<file path="config.mk">
export PLATFORM = sky130hd
export DESIGN_NAME = vc_arbiter
export DESIGN_NICKNAME = d
export VERILOG_FILES = /design/src/rtl/vc_arbiter_pkg.sv /design/src/rtl/vc_arbiter_rr_next_sel.sv /design/src/rtl/vc_arbiter.sv
export SDC_FILE = /design/constraint.sdc
export NUM_CORES = 1
export LEC_CHECK = 0
export CORE_UTILIZATION = 41
export CTS_BUF_LIST = sky130_fd_sc_hd__clkbuf_8 sky130_fd_sc_hd__clkbuf_16
export DETAILED_ROUTE_END_ITERATION = 12
export PLACE_DENSITY_LB_ADDON = 0.15
export REMOVE_ABC_BUFFERS = 1
export SLEW_MARGIN = 10
export SYNTH_ARGS = -nofsm -noshare
export SYNTH_HDL_FRONTEND = slang
export SYNTH_SLANG_ARGS = --single-unit
</file>
<file path="constraint.sdc">
create_clock -name clk -period 9.6 [get_ports clk]
set_input_delay 1.44 -clock clk [delete_from_list [all_inputs] [get_ports clk]]
set_output_delay 1.44 -clock clk [all_outputs]
set_load 0.01 [all_outputs]
</file>
<file path="src/rtl/vc_arbiter_pkg.sv">
// Shared constants for the virtual-channel arbiter: link-state one-hot codes,
// arbiter FSM encoding and the default channel count.
package vc_arb_pkg;

    localparam logic [3:0] ST_RESET  = 4'b0001;
    localparam logic [3:0] ST_INIT   = 4'b0010;
    localparam logic [3:0] ST_IDLE   = 4'b0100;
    localparam logic [3:0] ST_ACTIVE = 4'b1000;

    localparam int DEF_NUM_CH = 5;

    typedef enum logic [1:0] {
        FSM_WAIT  = 2'd0,
        FSM_GRANT = 2'd1,
        FSM_GAP   = 2'd2
    } fsm_e;

endpackage

</file>
<file path="src/rtl/vc_arbiter_rr_next_sel.sv">
// Round-robin next-channel search: first non-empty channel after i_ptr,
// wrapping NUM_CH-1 back to 0. Purely combinational.
module rr_next_sel #(
    parameter int NUM_CH = 5,
    parameter int IDX_W  = 3
) (
    input  logic [IDX_W-1:0]  i_ptr,
    input  logic [NUM_CH-1:0] i_empty,
    output logic [IDX_W-1:0]  o_sel,
    output logic              o_valid
);

    logic [IDX_W:0] w_cand;

    // Walk offsets from farthest to nearest so the nearest non-empty channel wins.
    always_comb begin
        o_sel   = '0;
        o_valid = 1'b0;
        w_cand  = '0;
        for (int k = NUM_CH; k >= 1; k--) begin
            w_cand  = {1'b0, i_ptr} + (IDX_W+1)'(k);
            w_cand  = (w_cand >= (IDX_W+1)'(NUM_CH)) ? (w_cand - (IDX_W+1)'(NUM_CH)) : w_cand;
            o_sel   = (!i_empty[w_cand[IDX_W-1:0]]) ? w_cand[IDX_W-1:0] : o_sel;
            o_valid = o_valid | !i_empty[w_cand[IDX_W-1:0]];
        end
    end

endmodule

</file>
<file path="src/rtl/vc_arbiter.sv">
// Virtual-channel FIFO arbiter: WAIT/GRANT/GAP FSM with registered grant outputs.
// Optional burst retention is enabled by defining VC_ARB_BURST_EN.
module vc_arbiter
    import vc_arb_pkg::*;
#(
    parameter int NUM_CH    = DEF_NUM_CH,
    parameter int IDX_W     = 3,
    parameter int MAX_BURST = 4
) (
    input  logic              clk,
    input  logic              reset_L,
    input  logic [3:0]        state,
    input  logic [NUM_CH-1:0] empty,
    input  logic              pause,
    output logic [IDX_W-1:0]  idx,
    output logic              req,
    output logic [NUM_CH-1:0] pop
);

    if ((1 << IDX_W) < NUM_CH) begin : g_bad_idx_w
        $error("IDX_W too narrow for NUM_CH");
    end
    if (MAX_BURST < 1 || MAX_BURST > 15) begin : g_bad_burst
        $error("MAX_BURST out of range 1..15");
    end

    fsm_e               r_fsm;
    fsm_e               w_fsm_nxt;
    logic [IDX_W-1:0]   r_ptr;
    logic [IDX_W-1:0]   r_idx;
    logic               r_req;
    logic [NUM_CH-1:0]  r_pop;

    logic               w_idle;
    logic               w_srst;
    logic               w_any_data;
    logic [IDX_W-1:0]   w_rr_sel;
    logic               w_rr_valid;
    logic [IDX_W-1:0]   w_grant_ch;
    logic               w_grant_ok;
    logic               w_do_grant;

    assign w_idle     = (state == ST_IDLE);
    assign w_srst     = (state == ST_RESET);
    assign w_any_data = |(~empty);

    rr_next_sel #(
        .NUM_CH (NUM_CH),
        .IDX_W  (IDX_W)
    ) u_rr_next_sel (
        .i_ptr   (r_ptr),
        .i_empty (empty),
        .o_sel   (w_rr_sel),
        .o_valid (w_rr_valid)
    );

`ifdef VC_ARB_BURST_EN
    logic [3:0] r_burst;
    logic       w_keep;

    // Stay on the last channel while it still has data and its burst budget remains.
    assign w_keep     = (r_burst != 4'd0) && (r_burst < 4'(MAX_BURST)) && !empty[r_ptr];
    assign w_grant_ch = w_keep ? r_ptr : w_rr_sel;
    assign w_grant_ok = w_keep | w_rr_valid;

    // Burst length of consecutive grants to the same channel, saturating at 15.
    always_ff @(posedge clk or negedge reset_L) begin
        if (!reset_L) begin
            r_burst <= 4'd0;
        end else if (w_srst) begin
            r_burst <= 4'd0;
        end else if (w_do_grant) begin
            if ((w_grant_ch == r_ptr) && (r_burst != 4'd0)) begin
                r_burst <= (r_burst == 4'd15) ? 4'd15 : (r_burst + 4'd1);
            end else begin
                r_burst <= 4'd1;
            end
        end else begin
            r_burst <= r_burst;
        end
    end
`else
    assign w_grant_ch = w_rr_sel;
    assign w_grant_ok = w_rr_valid;
`endif

    // The grant commits in the GRANT cycle unless the link has left idle; pause is ignored here.
    assign w_do_grant = (r_fsm == FSM_GRANT) && w_idle && w_grant_ok;

    // FSM state register.
    always_ff @(posedge clk or negedge reset_L) begin
        if (!reset_L) begin
            r_fsm <= FSM_WAIT;
        end else if (w_srst) begin
            r_fsm <= FSM_WAIT;
        end else begin
            r_fsm <= w_fsm_nxt;
        end
    end

    // Next-state logic; the GAP cycle lets empty flags settle after a pop.
    always_comb begin
        w_fsm_nxt = FSM_WAIT;
        case (r_fsm)
            FSM_WAIT:  w_fsm_nxt = (w_idle && !pause && w_any_data) ? FSM_GRANT : FSM_WAIT;
            FSM_GRANT: w_fsm_nxt = w_idle ? FSM_GAP : FSM_WAIT;
            FSM_GAP:   w_fsm_nxt = FSM_WAIT;
            default:   w_fsm_nxt = FSM_WAIT;
        endcase
    end

    // Round-robin pointer tracks the last granted channel.
    always_ff @(posedge clk or negedge reset_L) begin
        if (!reset_L) begin
            r_ptr <= IDX_W'(NUM_CH - 1);
        end else if (w_srst) begin
            r_ptr <= IDX_W'(NUM_CH - 1);
        end else if (w_do_grant) begin
            r_ptr <= w_grant_ch;
        end else begin
            r_ptr <= r_ptr;
        end
    end

    // Registered grant outputs: one-cycle req/pop strobe, idx held between grants.
    always_ff @(posedge clk or negedge reset_L) begin
        if (!reset_L) begin
            r_req <= 1'b0;
            r_pop <= '0;
            r_idx <= '0;
        end else if (w_do_grant) begin
            r_req <= 1'b1;
            r_pop <= NUM_CH'(1) << w_grant_ch;
            r_idx <= w_grant_ch;
        end else begin
            r_req <= 1'b0;
            r_pop <= '0;
            r_idx <= r_idx;
        end
    end

    assign idx = r_idx;
    assign req = r_req;
    assign pop = r_pop;

endmodule

</file>
==> results of run 1 <==
==> path summary, 6_finish.rpt <==
path | to | slack, ns | cells past startpoint
worst min-delay path | r_fsm[0]$_DFF_PN0_ | 0.44 | 1
worst min register to register | r_fsm[0]$_DFF_PN0_ | 0.44 | 1
worst max register to register | pop[3]$_DFF_PN0_ | 5.63 | 9
worst max-delay path | pop[3]$_DFF_PN0_ | 5.63 | 9
min in group asynchronous | pop[1]$_DFF_PN0_ | 1.56 | 1
max in group asynchronous | idx[1]$_DFFE_PN0P_ | 7.66 | 1
==> worst max-delay path: cells and delay by family, from the launching register on <==
kind	cells	cell delay, ns
simple gates	4	1.12
mux	1	0.37
fa+ha+maj	1	0.94
flops	1	0.66
buf+inv	1	0.31
compound gates	2	0.49
==> layout make-up <==
cell class              count  area (µm²)
well taps                  52        65.1
multi-input cells         187        1380
clock buffers               4        55.1
inverters                  10        37.5
flip-flops and latches     14         352
fillers                   419        2260
repair buffers             21         208
==> layer usage <==
| layer | wire, µm | GRT usage (%) |
|---|---|---|
| met5 | 0 | 0 |
| met3 | 238 | 1.45 |
| met4 | 108 | 6.80 |
| met2 | 2210 | 33.4 |
| met1 | 2110 | 28.3 |
==> cells in the mapped netlist (3+ instances only) <==
library cell	n	share of area, %
o31ai_1	4	1.6
a31oi_1	7	2.4
nand2b_1	8	2.7
o21a_1	4	1.6
o211ai_1	4	1.6
nand4_1	3	1.0
nor4b_1	4	1.9
nand3_1	7	1.9
a21oi_1	13	3.5
inv_1	9	1.8
buf_4	3	1.2
a311oi_1	3	1.4
xor2_1	3	1.4
xnor2_1	5	2.4
nor2b_1	5	1.7
dfrtp_1	13	18
nor3_1	4	1.1
buf_2	8	2.2
a21o_1	4	1.6
mux2i_1	3	1.6
and2_1	3	1.0
o21ai_0	9	2.4
nand2_1	16	3.2
nor2_1	17	3.4
ha_1	10	6.7
a211oi_1	4	1.6
==> per-stage QoR <==
| stage | cells | utilization [%] | hold WS, ns | total power [mW] | setup slack [ns] |
|---|---|---|---|---|---|
| 3_3_place_gp | 284 | 46.8 | 0.434 | 0.246 | 5.59 |
| 5_1_grt | 288 | 48.1 | 0.452 | 0.326 | 5.35 |
| 6_report | 288 | 48.1 | 0.435 | 0.304 | 5.63 |
| 2_1_floorplan | 211 | - | 0.414 | 0.203 | 6.11 |
| 3_5_place_dp | 284 | 46.8 | 0.435 | 0.246 | 5.56 |
| 4_1_cts | 288 | 48.1 | 0.444 | 0.304 | 5.69 |
==> sequential cells by signal, indices dropped and copies added (netlist names) <==
| signal | cells |
|---|---|
| r_fsm | 2 |
| pop | 5 |
| idx | 3 |
| req | 1 |
| r_ptr | 3 |
==> power groups by stage <==
stage | combinational (mW) | clock, mW | sequential, mW
finish | 0.181 | 0.0572 | 0.0659
global placement | 0.179 | 0 | 0.0669
CTS | 0.180 | 0.0584 | 0.0659
floorplan | 0.134 | 0 | 0.0686
global route | 0.199 | 0.0604 | 0.0664
detailed placement | 0.179 | 0 | 0.0669
==> cells by family after synthesis <==
family          Yosys count  synth area share, %
fa+ha+maj                11                 7.83
buf+inv                  24                 6.81
xor+xnor                  8                 3.78
simple gates             88                 28.1
flops                    14                 19.0
mux                       6                 4.25
compound gates           74                 30.2
==> impl_metrics.ini, run 1 <==
[status]
status = completed

[critical_path]
worstPathCellList = inv_1 -> ha_1 -> mux2i_1 -> o32ai_1 -> nor4_1 -> nor2_1 -> a41oi_4 -> and2_1 -> and3_1
critPathKind = register to register
crit_path_max_fanout = 26
worstPathArrival_ns = 4.16
slowest_stage = ha_1
crit_path_start_kind = register
max_stage_delay_ns = 0.94
r2r_start = r_ptr[1]$_DFFE_PN0P_
required_ns = 9.79
end_kind = register
crit_path_start = r_ptr[1]$_DFFE_PN0P_

[route]
postRouteAntennaNets = 0
drc_errors = 0
wl_per_cell_um = 16.2
vias_per_cell = 6.05
dr.first_iter.drc_count = 80
firstDrtPassIters = 4
wirelength_um = 4660
vias = 1743

[clock_tree]
cts_resized = 0
cts-htree-levels = 1
clkSinkCount = 14
clock_path_buffers = 2
cts_hold_buffers = 0
cts_buffers = 3
clkTransAtPathRegs_ns = 0.05
insertion_delay_ns = 0.25
cts_root_buf = clkbuf_8
post_cts_buffers = 0
tritoncts = done

[logic_synthesis]
avgSynthCellArea_um2 = 8.24
ys_ff_latch = 14
synth_area_um2 = 1850
synthArstFlopShare_pct = 100
syn_inst = 225
yosysUniqueCellTypes = 67
synth-edff-count = 0
ys_warn_count = 0
ys_seq_area_share_pct = 19.0
synth_ff_type = dfrtp_1

[timing]
worstMarginPinSlew_ns = 0.869
slew_headroom_pct = 42.1
setup_tns_ns = 0
hold_viol_final = 0
setup_viol_count_final = 0
fmax_mhz = 252
grt_setup_unrepaired = false
slew_viol_final = 0
fin_crit_sh_pct = 41.3
fin_crit_ns = 3.97
skew_ns = 0.000518

[floorplan]
die_w_um = 69.3
std_cell_rows = 24
io_pins = 21
dieArea_um2 = 4800
core_area_um2 = 4350
die_height_um = 69.3
start_util_pct = 42.6

[place]
place_area_um2 = 2040
portBuffers = 20
hpwl_um = 3620
gp_congestion = 0.874

[power]
ir_worst_vdd_mv = 0.0544
p_leak_nw = 0.817
p_comb_share_pct = 59.5
p_int_mw = 0.172
power.switching_mw = 0.132
swShare_pct = 43.5
clockPowerShare_pct = 18.8
pwr-share-seq_pct = 21.7
power.density_nw_per_um2 = 145

[worst_hold_path]
hp-class = register to register
holdCritStartpoint = r_fsm[0]$_DFF_PN0_

[global_route]
grt-ovfl-total = 0
antenna_found_initial = 0
grt_pass1_wl_um = 7830
grt_pass1_vias = 1571
grt.total_usage_pct = 20.4
grt_max_degree = 38

[finish]
n_antenna_cell = 0
area_growth_pct = 12.9
drive_gt1_share_pct = 11.0
design_area_um2 = 2090
final_nets = 260
layout_commonest_cell = clkdlybuf4s50_1
final_cell_mix = clkdlybuf4s50_1 (20), nor2_1 (17), nand2_1 (16)

[flow_run]
max_cap_viol_count = 0
No activity file was read; power rests on OpenSTA's default activity.
==> inputs of run 2 (changes only) <==
Clock period 9.6 ns to 4 ns, I/O delays scaled along.
==> impl_metrics.ini, run 2 (synthesis results as in run 1) <==
[clock_tree]
cts_hold_buffers = 0
clkTransAtPathRegs_ns = 0.06
cts_resized = 0
post_cts_buffers = 0
tritoncts = done
cts-htree-levels = 1
cts_buffers = 3
clock_path_buffers = 2
cts_root_buf = clkbuf_8
clkSinkCount = 14
insertion_delay_ns = 0.24

[global_route]
grt-ovfl-total = 0
antenna_found_initial = 0
grt_max_degree = 37
grt_pass1_wl_um = 7910
grt.total_usage_pct = 20.2
grt_pass1_vias = 1622

[place]
hpwl_um = 3770
post-place-ws_ns = 0.692
gp_congestion = 0.933
dp.cells = 287
portBuffers = 20

[timing]
worstMarginPinSlew_ns = 0.723
fin_crit_sh_pct = 83.0
setup_tns_ns = 0
grt_setup_unrepaired = false
slew_viol_final = 0
hold_viol_final = 0
fmax_mhz = 301
layout_setup_ws_ns = 0.680
fin_crit_ns = 3.32
skew_ns = 0.00264
slew_headroom_pct = 51.6
setup_viol_count_final = 0

[floorplan]
core_area_um2 = 4350
std_cell_rows = 24
die_height_um = 69.3
die_w_um = 69.3
dieArea_um2 = 4800
start_util_pct = 42.6
io_pins = 21

[finish]
fillers = 430
n_antenna_cell = 0
largest_reg_flops = 5
fin_cells = 291
area_growth_pct = 14.1
layout.area.seq_um2 = 352
final_nets = 263
final_util_pct = 48.6
drive_gt1_share_pct = 12.1
multi_input_area_um2 = 1380
final_cell_mix = clkdlybuf4s50_1 (20), nor2_1 (17), nand2_1 (16)
layout_commonest_cell = clkdlybuf4s50_1

[route]
drc_errors = 0
vias = 1772
wirelength_um = 4850
postRouteAntennaNets = 0
vias_per_cell = 6.09
wl_per_cell_um = 16.7
dr.first_iter.drc_count = 79
firstDrtPassIters = 4

[critical_path]
critPathKind = register to register
crit_path_max_fanout = 17
required_ns = 4.15
crit_path_start_kind = register
end_kind = register
worstPathArrival_ns = 3.47

[power]
ir_worst_vdd_mv = 0.106
power.density_nw_per_um2 = 348
p_leak_nw = 0.833
power_mw = 0.737

[worst_hold_path]
hp-class = register to register

[flow_run]
max_cap_viol_count = 0

[status]
status = completed
[run 2: cell types whose count changed in the layout (fill, tap and decap cells not counted)]
cell	change
buf_4	+3
[run 2: final timing paths]
kind,slack (ns),end,startpoint,depth (start not counted)
worst max-delay path,0.68,pop[4]$_DFF_PN0_,r_ptr[1]$_DFFE_PN0P_,11
worst min-delay path,0.45,r_fsm[0]$_DFF_PN0_,r_fsm[0]$_DFF_PN0_,1
worst max register to register,0.68,pop[4]$_DFF_PN0_,r_ptr[1]$_DFFE_PN0P_,11
worst min register to register,0.45,r_fsm[0]$_DFF_PN0_,r_fsm[0]$_DFF_PN0_,1
max in group asynchronous,2.85,pop[3]$_DFF_PN0_,reset_L,1
min in group asynchronous,0.75,idx[0]$_DFFE_PN0P_,reset_L,1
[run 2: cell type report]
class	instances	share of cell area, %
multi-input cells	187	65.1
flip-flops and latches	14	16.6
repair buffers	24	10.9
well taps	52	3.08
clock buffers	4	2.60
inverters	10	1.77
[run 2: power breakdown]
part | total [mW] | leakage, nW | internal, mW | switching [mW]
clock network | 0.138 | 0.0288 | 0.0871 | 0.0512
logic | 0.444 | 0.618 | 0.180 | 0.263
registers | 0.155 | 0.187 | 0.148 | 0.00662
[run 2: critical path: stages (launching register included)]
cell and delay, ns:
dfrtp_1 0.39, inv_1 0.19, ha_1 0.55, buf_4 0.30, mux2i_1 0.34, nand2_1 0.15, a31oi_4 0.25, a21oi_1 0.11
a311oi_2 0.25, o21ai_1 0.13, mux2_4 0.31, nor4_4 0.25
[run 2: routing by layer]
layer | vias up | GRT usage [%] | wire length, µm
met5 | - | 0 | 0
met4 | 0 | 4.76 | 57
met3 | 6 | 2.33 | 220
met2 | 47 | 33.2 | 2320
met1 | 845 | 28.3 | 2260
li1 | 874 | - | -
[run 2: metrics by stage]
stage	hold WS (ns)	cell area [µm²]
2_1_floorplan	0.304	1770
4_1_cts	0.451	2120
3_5_place_dp	0.440	2060
5_1_grt	0.469	2120
6_report	0.448	2120
3_3_place_gp	0.435	2060
==> inputs of run 3 (changes only) <==
Clock period 4 ns to 3 ns, I/O delays scaled along.
==> impl_metrics.ini, run 3 (synthesis results as in run 1) <==
[status]
status = completed

[power]
power_mw = 1.16
power.density_nw_per_um2 = 442
p_leak_nw = 1.09
ir_worst_vdd_mv = 0.187

[clock_tree]
clkTransAtPathRegs_ns = 0.06
insertion_delay_ns = 0.24
tritoncts = done
cts_hold_buffers = 0
clkSinkCount = 14
clock_path_buffers = 2
cts-htree-levels = 1
cts_buffers = 3
cts_root_buf = clkbuf_8

[route]
wirelength_um = 5300
wl_per_cell_um = 15.6
postRouteAntennaNets = 0
firstDrtPassIters = 4
vias_per_cell = 5.81
dr.first_iter.drc_count = 115
drc_errors = 0
vias = 1977

[finish]
layout.area.seq_um2 = 353
drive_gt1_share_pct = 34.4
design_area_um2 = 2630
final_nets = 312
fillers = 388
final_cell_mix = buf_4 (50), clkdlybuf4s50_1 (20), nand2_1 (16)
layout_commonest_cell = buf_4
n_antenna_cell = 0
area_growth_pct = 41.9
multi_input_area_um2 = 1500
largest_reg_flops = 5

[critical_path]
critPathKind = register to register
max_stage_delay_ns = 0.57
crit_path_max_fanout = 3
crit_path_start_kind = register
required_ns = 3.18
worstPathCellList = inv_2 -> ha_1 -> o21a_1 -> a21o_1 -> buf_4 -> or3_1 -> a21oi_1 -> o221ai_1 -> a31oi_1 -> and2_1 -> and3_1
slowest_stage = dfstp_2
worstPathArrival_ns = 3.06
end_kind = register

[flow_run]
max_cap_viol_count = 0

[floorplan]
die_height_um = 69.3
die_w_um = 69.3
std_cell_rows = 24
dieArea_um2 = 4800
io_pins = 21
start_util_pct = 42.6
core_area_um2 = 4350

[place]
gp_congestion = 0.892
place_area_um2 = 2410
post-place-ws_ns = -0.0543
portBuffers = 20
hpwl_um = 4140

[worst_hold_path]
hp-class = register to register

[timing]
layout_setup_ws_ns = 0.120
setup_viol_count_final = 0
worstMarginPinSlew_ns = 0.598
grt_setup_unrepaired = true
fmax_mhz = 347
hold_slack_ns = 0.459
slew_headroom_pct = 60.0
skew_ns = 0.00189
fin_crit_ns = 2.88
slew_viol_final = 0
fin_crit_sh_pct = 96.0
hold_viol_final = 0

[global_route]
antenna_found_initial = 0
grt_pass1_wl_um = 8720
grt-ovfl-total = 0
grt.total_usage_pct = 22.4
grt_max_degree = 23
grt_pass1_vias = 1812
[run 3: worst paths after layout]
kind                                 startpoint              endpoint  slack (ns)  cells after the start
hold reg to reg              r_fsm[0]$_DFF_PN0_    r_fsm[0]$_DFF_PN0_        0.46                      1
max in group asynchronous               reset_L  r_ptr[1]$_DFFE_PN0P_        1.99                      1
min in group asynchronous               reset_L    idx[2]$_DFFE_PN0P_        0.59                      1
hold / removal               r_fsm[0]$_DFF_PN0_    r_fsm[0]$_DFF_PN0_        0.46                      1
setup / recovery           r_ptr[2]$_DFFE_PN1P_      pop[3]$_DFF_PN0_        0.12                     11
setup reg to reg           r_ptr[2]$_DFFE_PN1P_      pop[3]$_DFF_PN0_        0.12                     11
[run 3: area by class of cell]
| cell class | count | area share (%) |
|---|---|---|
| inverters | 10 | 1.43 |
| well taps | 52 | 2.47 |
| flip-flops and latches | 14 | 13.4 |
| repair buffers | 73 | 23.5 |
| multi-input cells | 187 | 57.1 |
| clock buffers | 4 | 2.09 |
[run 3: metrics by stage]
| step | cells | setup TNS [ns] | util (%) |
|---|---|---|---|
| global route | 340 | -0.0912 | 60.4 |
| CTS | 337 | 0 | 56.7 |
| floorplan | 211 | -4.48 | - |
| detailed placement | 333 | -0.0543 | 55.3 |
| global placement | 333 | 0 | 55.3 |
| finish | 340 | 0 | 60.4 |
[run 3: per-layer routing]
layer	track usage, %	share of wire [%]
met5	0	0
met4	4.99	1.6
met3	1.89	4.1
met2	38.0	49
met1	30.9	45
[run 3: power breakdown]
| group | total [mW] | switching, mW | internal, mW |
|---|---|---|---|
| combinational | 0.780 | 0.399 | 0.380 |
| clock | 0.179 | 0.0628 | 0.116 |
| sequential | 0.205 | 0.00697 | 0.198 |
[run 3: critical path, delay by kind of cell, from the launching register on]
kind	cells	cell delay (ns)
and+or+nand+nor	3	0.76
adders and majority gates	1	0.20
buffers and inverters	2	0.22
DFF	1	0.57
AOI/OAI and AO/OA	5	1.07
[run 3: timing repair]
item	in CTS	in global routing
pin swaps	0	8
endpoints found under the setup margin	1	11
buffers inserted	0	3
resized for setup	3	29
